==> config.mk <==
export PLATFORM = sky130hd
export DESIGN_NAME = ft60x_fifo_port_flat
export DESIGN_NICKNAME = d
export VERILOG_FILES = /design/src/rtl/ft60x_fifo_port_pkg.sv /design/src/rtl/ft60x_fifo_port_if.sv /design/src/rtl/ft60x_rx_fifo.sv /design/src/rtl/ft60x_fifo_port.sv /design/src/flat_wrapper.sv
export SDC_FILE = /design/constraint.sdc
export NUM_CORES = 1
export LEC_CHECK = 0
export ABC_AREA = 1
export CAP_MARGIN = 20
export CORE_ASPECT_RATIO = 0.9
export CORE_MARGIN = 4
export CORE_UTILIZATION = 60
export DETAILED_ROUTE_END_ITERATION = 7
export PLACE_DENSITY = 0.9
export SLEW_MARGIN = 0
export SYNTH_ARGS = -nofsm -noshare
export SYNTH_HDL_FRONTEND = slang
export SYNTH_SLANG_ARGS = --single-unit
export TNS_END_PERCENT = 100
==> constraint.sdc <==
create_clock -name clk_i -period 5.9 [get_ports clk_i]
set_clock_uncertainty 0.2 [all_clocks]
set_input_delay 1.18 -clock clk_i [delete_from_list [all_inputs] [get_ports clk_i]]
set_output_delay 1.18 -clock clk_i [all_outputs]
set_load 0.01 [all_outputs]
==> src/rtl/ft60x_fifo_port_pkg.sv <==
// ft60x_fifo_port_pkg: FSM encoding, 245-mode pin defaults and RX buffer sizing shared by the FT60x port
package ft60x_fifo_port_pkg;
  localparam logic [2:0] ST_IDLE     = 3'd0;
  localparam logic [2:0] ST_RX_OE    = 3'd1;
  localparam logic [2:0] ST_RX_READ  = 3'd2;
  localparam logic [2:0] ST_RX_END   = 3'd3;
  localparam logic [2:0] ST_TX_WRITE = 3'd4;
  localparam logic PIN_IDLE = 1'b1;
  localparam int RX_DEPTH_DEF    = 8;
  localparam int RX_HEADROOM_DEF = 3;
  typedef struct packed {
    logic [3:0]  be;
    logic [31:0] data;
  } rx_word_t;
endpackage

==> src/rtl/ft60x_fifo_port_if.sv <==
// ft60x_fifo_port_if: FT60x pad signals plus the RX/TX word streams of the port controller
interface ft60x_fifo_port_if;
  logic        ftdi_rxf_i;
  logic        ftdi_txe_i;
  logic [31:0] ftdi_data_in_i;
  logic [3:0]  ftdi_be_in_i;
  logic        ftdi_rdn_o;
  logic        ftdi_wrn_o;
  logic        ftdi_oen_o;
  logic [31:0] ftdi_data_out_o;
  logic [3:0]  ftdi_be_out_o;
  logic        outport_valid_o;
  logic        outport_ready_i;
  logic [31:0] outport_data_o;
  logic [3:0]  outport_strb_o;
  logic        inport_valid_i;
  logic        inport_ready_o;
  logic [31:0] inport_data_i;
  logic [3:0]  inport_strb_i;
  modport master (
    input  ftdi_rxf_i, ftdi_txe_i, ftdi_data_in_i, ftdi_be_in_i,
    input  outport_ready_i, inport_valid_i, inport_data_i, inport_strb_i,
    output ftdi_rdn_o, ftdi_wrn_o, ftdi_oen_o, ftdi_data_out_o, ftdi_be_out_o,
    output outport_valid_o, outport_data_o, outport_strb_o, inport_ready_o
  );
  modport slave (
    output ftdi_rxf_i, ftdi_txe_i, ftdi_data_in_i, ftdi_be_in_i,
    output outport_ready_i, inport_valid_i, inport_data_i, inport_strb_i,
    input  ftdi_rdn_o, ftdi_wrn_o, ftdi_oen_o, ftdi_data_out_o, ftdi_be_out_o,
    input  outport_valid_o, outport_data_o, outport_strb_o, inport_ready_o
  );
endinterface

==> src/rtl/ft60x_rx_fifo.sv <==
// ft60x_rx_fifo: synchronous word+byte-enable FIFO buffering FT60x read data, with fill level
module ft60x_rx_fifo
  import ft60x_fifo_port_pkg::*;
#(
  parameter int DEPTH = RX_DEPTH_DEF
) (
  input  logic                   clk_i,
  input  logic                   rst_i,
  input  logic                   push,
  input  rx_word_t               push_word,
  input  logic                   pop,
  output logic                   valid,
  output rx_word_t               head,
  output logic [$clog2(DEPTH):0] level
);
  localparam int AW = $clog2(DEPTH);
  rx_word_t mem [DEPTH];
  logic [AW:0] wr_q, rd_q;
  assign level = wr_q - rd_q;
  assign valid = level != '0;
  assign head  = mem[rd_q[AW-1:0]];
  always_ff @(posedge clk_i) begin
    if (rst_i) begin
      wr_q <= '0;
      rd_q <= '0;
    end else begin
      if (push) wr_q <= wr_q + 1'b1;
      if (pop) rd_q <= rd_q + 1'b1;
    end
  end
  always_ff @(posedge clk_i)
    if (push) mem[wr_q[AW-1:0]] <= push_word;
  // The controller's headroom rule must make a push into a full buffer impossible
  always_ff @(posedge clk_i)
    if (!rst_i) assert (!(push && !pop && level == (AW+1)'(DEPTH)));
endmodule

==> src/rtl/ft60x_fifo_port.sv <==
// ft60x_fifo_port: FT60x 245-mode synchronous FIFO pin controller bridging pads to RX/TX word streams
module ft60x_fifo_port
  import ft60x_fifo_port_pkg::*;
#(
  parameter int RX_DEPTH    = RX_DEPTH_DEF,
  parameter int RX_HEADROOM = RX_HEADROOM_DEF
) (
  input logic               clk_i,
  input logic               rst_i,
  ft60x_fifo_port_if.master bus
);
  localparam int LW = $clog2(RX_DEPTH) + 1;
  logic [2:0]    state;
  logic          rdn_q, wrn_q, oen_q, last_rx_q;
  logic [31:0]   data_out_q;
  logic [3:0]    be_out_q;
  logic [LW-1:0] level, free, free_next;
  logic          push, pop, rx_valid, rx_cand, tx_cand, rx_leave, tx_hs, tx_acc;
  rx_word_t      in_word, head;
  assign in_word   = {bus.ftdi_be_in_i, bus.ftdi_data_in_i};
  assign push      = !rdn_q && !bus.ftdi_rxf_i;
  assign pop       = rx_valid && bus.outport_ready_i;
  assign free      = LW'(RX_DEPTH) - level;
  assign free_next = free - LW'(push) + LW'(pop);
  assign rx_cand   = !bus.ftdi_rxf_i && free >= LW'(RX_HEADROOM);
  assign tx_cand   = !bus.ftdi_txe_i && bus.inport_valid_i;
  // Stop reading once the word landing this edge would leave one slot or less
  assign rx_leave  = bus.ftdi_rxf_i || free_next <= LW'(1);
  assign tx_acc    = !wrn_q && !bus.ftdi_txe_i;
  assign tx_hs     = bus.inport_valid_i && bus.inport_ready_o;
  assign bus.inport_ready_o  = state == ST_TX_WRITE && (wrn_q || !bus.ftdi_txe_i);
  assign bus.ftdi_rdn_o      = rdn_q;
  assign bus.ftdi_wrn_o      = wrn_q;
  assign bus.ftdi_oen_o      = oen_q;
  assign bus.ftdi_data_out_o = data_out_q;
  assign bus.ftdi_be_out_o   = be_out_q;
  assign bus.outport_valid_o = rx_valid;
  assign bus.outport_data_o  = head.data;
  assign bus.outport_strb_o  = head.be;
  ft60x_rx_fifo #(.DEPTH(RX_DEPTH)) u_rx_fifo (
    .clk_i     (clk_i),
    .rst_i     (rst_i),
    .push      (push),
    .push_word (in_word),
    .pop       (pop),
    .valid     (rx_valid),
    .head      (head),
    .level     (level)
  );
  always_ff @(posedge clk_i) begin
    if (rst_i) begin
      state      <= ST_IDLE;
      rdn_q      <= PIN_IDLE;
      wrn_q      <= PIN_IDLE;
      oen_q      <= PIN_IDLE;
      data_out_q <= '0;
      be_out_q   <= '0;
      last_rx_q  <= 1'b0;
    end else begin
      case (state)
        ST_IDLE:
          if (rx_cand && (!tx_cand || !last_rx_q)) begin
            state     <= ST_RX_OE;
            oen_q     <= 1'b0;
            last_rx_q <= 1'b1;
          end else if (tx_cand) begin
            state     <= ST_TX_WRITE;
            last_rx_q <= 1'b0;
          end
        ST_RX_OE: begin
          state <= ST_RX_READ;
          rdn_q <= 1'b0;
        end
        ST_RX_READ:
          if (rx_leave) begin
            state <= ST_RX_END;
            rdn_q <= 1'b1;
          end
        ST_RX_END: begin
          state <= ST_IDLE;
          oen_q <= 1'b1;
        end
        ST_TX_WRITE:
          if (tx_hs) begin
            data_out_q <= bus.inport_data_i;
            be_out_q   <= bus.inport_strb_i;
            wrn_q      <= 1'b0;
          end else if (tx_acc || (wrn_q && !bus.inport_valid_i)) begin
            wrn_q <= 1'b1;
            state <= ST_IDLE;
          end
        default: state <= ST_IDLE;
      endcase
    end
  end
endmodule

==> src/flat_wrapper.sv <==
// flat-port wrapper written by rule: the top's interface ports become plain ports
module ft60x_fifo_port_flat import ft60x_fifo_port_pkg::*;
#(
  parameter int RX_DEPTH    = RX_DEPTH_DEF,
  parameter int RX_HEADROOM = RX_HEADROOM_DEF
)
  (clk_i, rst_i, bus_ftdi_rxf_i, bus_ftdi_txe_i, bus_ftdi_data_in_i, bus_ftdi_be_in_i, bus_outport_ready_i, bus_inport_valid_i, bus_inport_data_i, bus_inport_strb_i, bus_ftdi_rdn_o, bus_ftdi_wrn_o, bus_ftdi_oen_o, bus_ftdi_data_out_o, bus_ftdi_be_out_o, bus_outport_valid_o, bus_outport_data_o, bus_outport_strb_o, bus_inport_ready_o);
  ft60x_fifo_port_if bus_i ();
  input logic clk_i;
  input logic rst_i;
  input wire logic [$bits(bus_i.ftdi_rxf_i)-1:0] bus_ftdi_rxf_i;
  input wire logic [$bits(bus_i.ftdi_txe_i)-1:0] bus_ftdi_txe_i;
  input wire logic [$bits(bus_i.ftdi_data_in_i)-1:0] bus_ftdi_data_in_i;
  input wire logic [$bits(bus_i.ftdi_be_in_i)-1:0] bus_ftdi_be_in_i;
  input wire logic [$bits(bus_i.outport_ready_i)-1:0] bus_outport_ready_i;
  input wire logic [$bits(bus_i.inport_valid_i)-1:0] bus_inport_valid_i;
  input wire logic [$bits(bus_i.inport_data_i)-1:0] bus_inport_data_i;
  input wire logic [$bits(bus_i.inport_strb_i)-1:0] bus_inport_strb_i;
  output wire logic [$bits(bus_i.ftdi_rdn_o)-1:0] bus_ftdi_rdn_o;
  output wire logic [$bits(bus_i.ftdi_wrn_o)-1:0] bus_ftdi_wrn_o;
  output wire logic [$bits(bus_i.ftdi_oen_o)-1:0] bus_ftdi_oen_o;
  output wire logic [$bits(bus_i.ftdi_data_out_o)-1:0] bus_ftdi_data_out_o;
  output wire logic [$bits(bus_i.ftdi_be_out_o)-1:0] bus_ftdi_be_out_o;
  output wire logic [$bits(bus_i.outport_valid_o)-1:0] bus_outport_valid_o;
  output wire logic [$bits(bus_i.outport_data_o)-1:0] bus_outport_data_o;
  output wire logic [$bits(bus_i.outport_strb_o)-1:0] bus_outport_strb_o;
  output wire logic [$bits(bus_i.inport_ready_o)-1:0] bus_inport_ready_o;
  assign bus_i.ftdi_rxf_i = bus_ftdi_rxf_i;
  assign bus_i.ftdi_txe_i = bus_ftdi_txe_i;
  assign bus_i.ftdi_data_in_i = bus_ftdi_data_in_i;
  assign bus_i.ftdi_be_in_i = bus_ftdi_be_in_i;
  assign bus_i.outport_ready_i = bus_outport_ready_i;
  assign bus_i.inport_valid_i = bus_inport_valid_i;
  assign bus_i.inport_data_i = bus_inport_data_i;
  assign bus_i.inport_strb_i = bus_inport_strb_i;
  assign bus_ftdi_rdn_o = bus_i.ftdi_rdn_o;
  assign bus_ftdi_wrn_o = bus_i.ftdi_wrn_o;
  assign bus_ftdi_oen_o = bus_i.ftdi_oen_o;
  assign bus_ftdi_data_out_o = bus_i.ftdi_data_out_o;
  assign bus_ftdi_be_out_o = bus_i.ftdi_be_out_o;
  assign bus_outport_valid_o = bus_i.outport_valid_o;
  assign bus_outport_data_o = bus_i.outport_data_o;
  assign bus_outport_strb_o = bus_i.outport_strb_o;
  assign bus_inport_ready_o = bus_i.inport_ready_o;
  ft60x_fifo_port #(.RX_DEPTH(RX_DEPTH), .RX_HEADROOM(RX_HEADROOM)) u_core (.clk_i(clk_i), .rst_i(rst_i), .bus(bus_i));
endmodule
==> results.txt, run 1 <==
Status - finished, final reports clean
Largest net degree at the start of global routing - 133
CTS tree - done
Clock transition at path regs - 0.06 ns
Rows - 52
Layout fillers - 1335
Critical path class - reg2out
Flops & latches, synth - 342
Synth Area in Compound Gates - 9.23%
Final ANT Viol Nets - 0
Design Power - 0.00699 W
Via density - 5.91
GRT Util Overall - 24.4%
Hold Crit Endpoint - u_core.last_rx_q
Netlist Area Pre-Place - 13600 um2
PwrDens - 424 nW/um2
Capturing point of the worst reg2reg path - u_core.state[0]
Synth warn - 0
# clock sinks - 342
Top cell type by total area after synthesis - edfxtp_1
Min-delay src - u_core.last_rx_q
Hold WC Path Type - reg2reg
Least-Margin Pin Slew - 0.985 ns
Reg2Reg Depth - 18
Max Clk Rate - 203 MHz
Half-perimeter wire length after placement - 17700 um
Top-area cell type share of the netlist area - 63.4%
First-pass iteration count of the detailed router - 7
VDD IR max - 0.000306 V
Synth top area cells - edfxtp_1 (63%), nor2_1 (8.7%), dfxtp_1 (7.9%)
Pleak - 5.88 nW
Final Max Slew Viols - 0
Number of I/O pins - 155
Slew Limit Headroom - 34.2%
Die area - 25200 um2
Asr flop ratio synth - 0%
Remaining Overflow, GRT - 0
Netlist cell types - 30
Num CTS Buffers - 34
Main combinational cell family by area after synthesis - simple AND/OR/NAND/NOR gates
Final hold vios - 0
Maximum root-to-sink buffer count - 3
# DRC - 0
Post-synthesis xor/xnor area fraction - 0.514%
Synth Area per Inst - 11.9 um2
Post-synth EDFFs - 288
Initial DRC count - 985
Die W - 167 um
Sequential share of the synthesized area - 71.4%
Fin crit period - 4.93 ns
Final wirelength - 31600 um
Share of cells above drive strength 1 - 6.18%
Crit-path max FO - 85
Hold Path Depth - 2
Htree depth - 2
Root buffer cell - clkbuf_16
Setup violators final - 0
Synth Area in Adders - 1.40%
Placer Congestion - 0.813
Clk_lat worst skew - 0.50 ns
Die Y - 151 um
Startpoint Class - register
Worst R2R Start - u_core.u_rx_fifo.wr_q[0]
Cts repair resizes - 0
Synth Area in Simple Gates - 13.6%
I/O Buffers - 154
Proportion of synthesized area in mux cells - 0%
Maxcap violations - 0
Floorplan core area - 22400 um2
Sum Neg Setup Slack - 0 ns
Worst EP arrival - 3.55 ns
Crit end category - primary output
Starting Density - 60.7%
Area Growth Syn to Fin - 21.0%
R2R setup slack - 2.45 ns
First-pass GRT wire length - 48900 um
Wirelength per Cell - 19.7 um
Most used DFF post-synth - edfxtp_1
Nets - 1377
Via count - 9495
Final Cycle Share - 83.6%
RSZ-0062 raised after global routing - false
Postcts setup bufs - 0
Initial antenna violation count - 0
Syn_nets - 1237
Vias in the first global route - 9492
Req. time, crit path - 4.52 ns
CTS hold repair buffers - 0
Gate count after technology mapping - 1145
ANT cells - 0
worst max-delay path, cell delays in order (launching register included):
cell and delay, ns:
dfxtp_4 0.89, buf_4 0.63, nor2_1 0.18, o32ai_1 0.48
nand2_1 0.11, nand2_1 0.13, clkdlybuf4s50_1 0.55
placed cells by master (no fill, tap or decap), types with 9 or more instances in the layout:
master	count
nand2_1	147
dfxtp_1	52
clkbuf_16	37
a21oi_1	11
nand3_1	9
buf_4	12
inv_1	32
edfxtp_1	288
nor2_1	308
ha_1	12
clkdlybuf4s50_1	154
o21ai_0	112
o32ai_1	72
layout make-up:
cell class / instances / area (um2) / share of cell area [%]
sequential: 342 / 9740 / 59.0
clock inverter: 16 / 153 / 0.925
timing repair buffer: 169 / 1700 / 10.3
multi-input combinational: 700 / 3430 / 20.8
inverter: 38 / 148 / 0.895
clock buffer: 45 / 956 / 5.79
tap: 297 / 372 / 2.25
worst max path at each step:
stage	startpoint	end	slack (ns)	cells past startpoint
after floorplan	bus_ftdi_rxf_i	u_core.u_rx_fifo.mem[1][0]	2.10	5
after global placement	register	bus_outport_data_o[24]	1.89	6
after detailed placement	register	bus_outport_data_o[0]	1.77	6
after CTS	register	bus_outport_data_o[16]	1.03	6
after global routing	register	bus_outport_data_o[16]	0.83	6
final	register	bus_outport_data_o[16]	0.97	6
stage by stage:
step	cell area (um2)	instances	util, %	hold slack [ns]	setup WS [ns]
2_1_floorplan	13600	1145	-	0.239	2.10
6_report	16500	1607	73.5	0.262	0.970
5_1_grt	16500	1607	73.5	0.281	0.826
3_5_place_dp	15400	1545	68.4	0.262	1.77
3_3_place_gp	15400	1545	68.4	0.248	1.89
4_1_cts	16500	1606	73.4	0.266	1.03
cells in the mapped netlist, drive strengths merged, types with 2 or more instances:
| cell type | count |
|---|---|
| ha | 12 |
| inv | 37 |
| o32ai | 72 |
| xor2 | 5 |
| nand3 | 10 |
| nor2 | 318 |
| fa | 2 |
| o21ai | 113 |
| dfxtp | 54 |
| xnor2 | 3 |
| edfxtp | 288 |
| buf | 40 |
| nand3b | 2 |
| clkbuf | 25 |
| a21oi | 11 |
| nand2 | 149 |
cell families (layout without fill, tap and decap cells):
family | count (synthesis) | after routing
DFF | 342 | 342
buffers and inverters | 103 | 268
xor gates and xnor gates | 8 | 8
AOI/OAI and AO/OA | 197 | 197
adders and majority gates | 14 | 14
and+or+nand+nor | 481 | 481
layer usage:
layer	track usage (%)	share of wire (%)
met3	6.86	9.7
met4	7.81	2.3
met2	41.5	50
met5	0	0
met1	30.8	38
where the power goes:
group	internal (W)	switching, W	leakage (nW)
combinational	0.000860	0.00112	2.31
clock	0.00127	0.000863	0.539
sequential	0.00273	0.000152	3.03
total	0.00486	0.00213	5.88
sequential cells by signal, indices dropped and copies added (netlist names), named ones only:
name	flops
u_core.u_rx_fifo.mem	288
u_core.bus.ftdi_wrn_o	1
u_core.last_rx_q	1
u_core.u_rx_fifo.wr_q	4
u_core.bus.ftdi_data_out_o	32
u_core.u_rx_fifo.rd_q	4
u_core.bus.ftdi_oen_o	1
u_core.bus.ftdi_rdn_o	1
u_core.state	3
u_core.bus.ftdi_be_out_o	4
No activity file was read; power rests on OpenSTA's default activity.
==> run 2: changes to the inputs <==
--- a/config.mk
+++ b/config.mk
@@ -9,9 +9,9 @@
 export CAP_MARGIN = 20
 export CORE_ASPECT_RATIO = 0.9
 export CORE_MARGIN = 4
-export CORE_UTILIZATION = 60
+export CORE_UTILIZATION = 56
 export DETAILED_ROUTE_END_ITERATION = 7
-export PLACE_DENSITY = 0.9
+export PLACE_DENSITY = 0.86
 export SLEW_MARGIN = 0
 export SYNTH_ARGS = -nofsm -noshare
 export SYNTH_HDL_FRONTEND = slang
==> constraint.sdc (replaced) <==
create_clock -name clk_i -period 4.9 [get_ports clk_i]
set_clock_uncertainty 0.2 [all_clocks]
set_input_delay 0.98 -clock clk_i [delete_from_list [all_inputs] [get_ports clk_i]]
set_output_delay 0.98 -clock clk_i [all_outputs]
set_load 0.01 [all_outputs]
==> results.txt, run 2 (synthesis gave the netlist of run 1 again) <==
I/O Buffers - 154
VDD IR max - 0.000303 V
Half-perimeter wire length after placement - 17300 um
Number of I/O pins - 155
Req. time, crit path - 3.72 ns
# clock sinks - 342
Commonest non-fill, non-tap cell in the layout - nor2_1
Clk_lat worst skew - 0.50 ns
RSZ-0062 raised after global routing - false
Die area - 26900 um2
Postcts setup bufs - 0
PwrDens - 508 nW/um2
Critical path class - reg2out
Floorplan core area - 23700 um2
Die W - 172 um
Nets - 1378
Maxcap violations - 0
Hold WC Path Type - reg2reg
Slew Limit Headroom - 48.9%
Initial antenna violation count - 1
ANT cells - 0
Worst R2R Start - u_core.u_rx_fifo.wr_q[0]
Fin crit period - 4.49 ns
Clock transition at path regs - 0.06 ns
Min-delay src - u_core.last_rx_q
Via count - 9368
Status - finished, final reports clean
Cts repair resizes - 0
Remaining Overflow, GRT - 0
Setup violators final - 0
Vias in the first global route - 9407
# DRC - 0
Most frequent CP cell - nand2_1
Share of cells above drive strength 1 - 6.78%
Commonest non-fill, non-tap cells in the layout - nor2_1 (308), edfxtp_1 (288), clkdlybuf4s50_1 (154)
Area Growth Syn to Fin - 21.7%
Crit-path max FO - 75
Starting Density - 57.6%
Final hold vios - 0
Max Clk Rate - 223 MHz
Sum Neg Setup Slack - 0 ns
CTS tree - done
CTS hold repair buffers - 0
Design Power - 0.00843 W
Initial DRC count - 950
CP Cell Sequence - buf_4, nor2_1, o32ai_1, nand2_1, nand2_1, clkdlybuf4s50_1
Htree depth - 2
Slowest-stage cell, CP - dfxtp_4
Root buffer cell - clkbuf_16
Max incr delay on CP - 0.84 ns
Die Y - 156 um
GRT Util Overall - 22.7%
Final wirelength - 31300 um
Rows - 53
Final ANT Viol Nets - 0
Least-Margin Pin Slew - 0.766 ns
Maximum root-to-sink buffer count - 3
Crit end category - primary output
Placer Congestion - 0.782
Num CTS Buffers - 34
Via density - 5.80
Worst hold margin - 0.264 ns
First-pass GRT wire length - 48200 um
First-pass iteration count of the detailed router - 5
Final Cycle Share - 91.5%
Largest net degree at the start of global routing - 76
Startpoint Class - register
Max reg flops - 288
Final Max Slew Viols - 0
Worst EP arrival - 3.31 ns
Wirelength per Cell - 19.4 um
Pleak - 5.90 nW
[run 2: through the flow]
step	instances	instance area (um2)	util [%]	setup slack [ns]
2_1_floorplan	1145	13600	-	1.30
3_5_place_dp	1551	15400	65.3	0.931
5_1_grt	1614	16600	70.1	0.186
4_1_cts	1613	16600	70.0	0.385
6_report	1614	16600	70.1	0.414
3_3_place_gp	1551	15400	65.3	1.03
[run 2: area by class of cell]
cell class / count / area [um2]
inverters: 38 / 148
clock buffers: 40 / 883
well taps: 302 / 378
repair buffers: 170 / 1780
fillers: 1549 / 7080
multi-input cells: 700 / 3430
flip-flops and latches: 342 / 9740
clock inverters: 22 / 238
[run 2: report_power, final]
| part | switching (W) | leakage (nW) | internal [W] |
|---|---|---|---|
| sequential | 0.000164 | 3.03 | 0.00329 |
| combinational | 0.00134 | 2.33 | 0.00104 |
| clock | 0.00107 | 0.539 | 0.00152 |
| total | 0.00258 | 5.90 | 0.00585 |
[run 2: path summary, 6_finish.rpt]
kind	endpoint	slack, ns	cells after the start
worst max-delay path	bus_outport_data_o[22]	0.41	6
worst min register to register	u_core.last_rx_q	0.26	2
worst max register to register	u_core.state[0]	1.42	18
worst min-delay path	u_core.last_rx_q	0.26	2
[run 2: layer usage]
metal  vias up  wire [um]  GRT usage, %
met3        63       2880          5.88
met5         -         13             0
met2       456      15300          38.2
met1      4526      12300          29.0
met4         2        700          7.26
li1       4321          -             -
[run 2: critical path: cells and delay by family (launching register included)]
kind | cells | cell delay, ns
compound gates | 1 | 0.33
buf+inv | 2 | 1.25
flops | 1 | 0.84
simple gates | 3 | 0.35
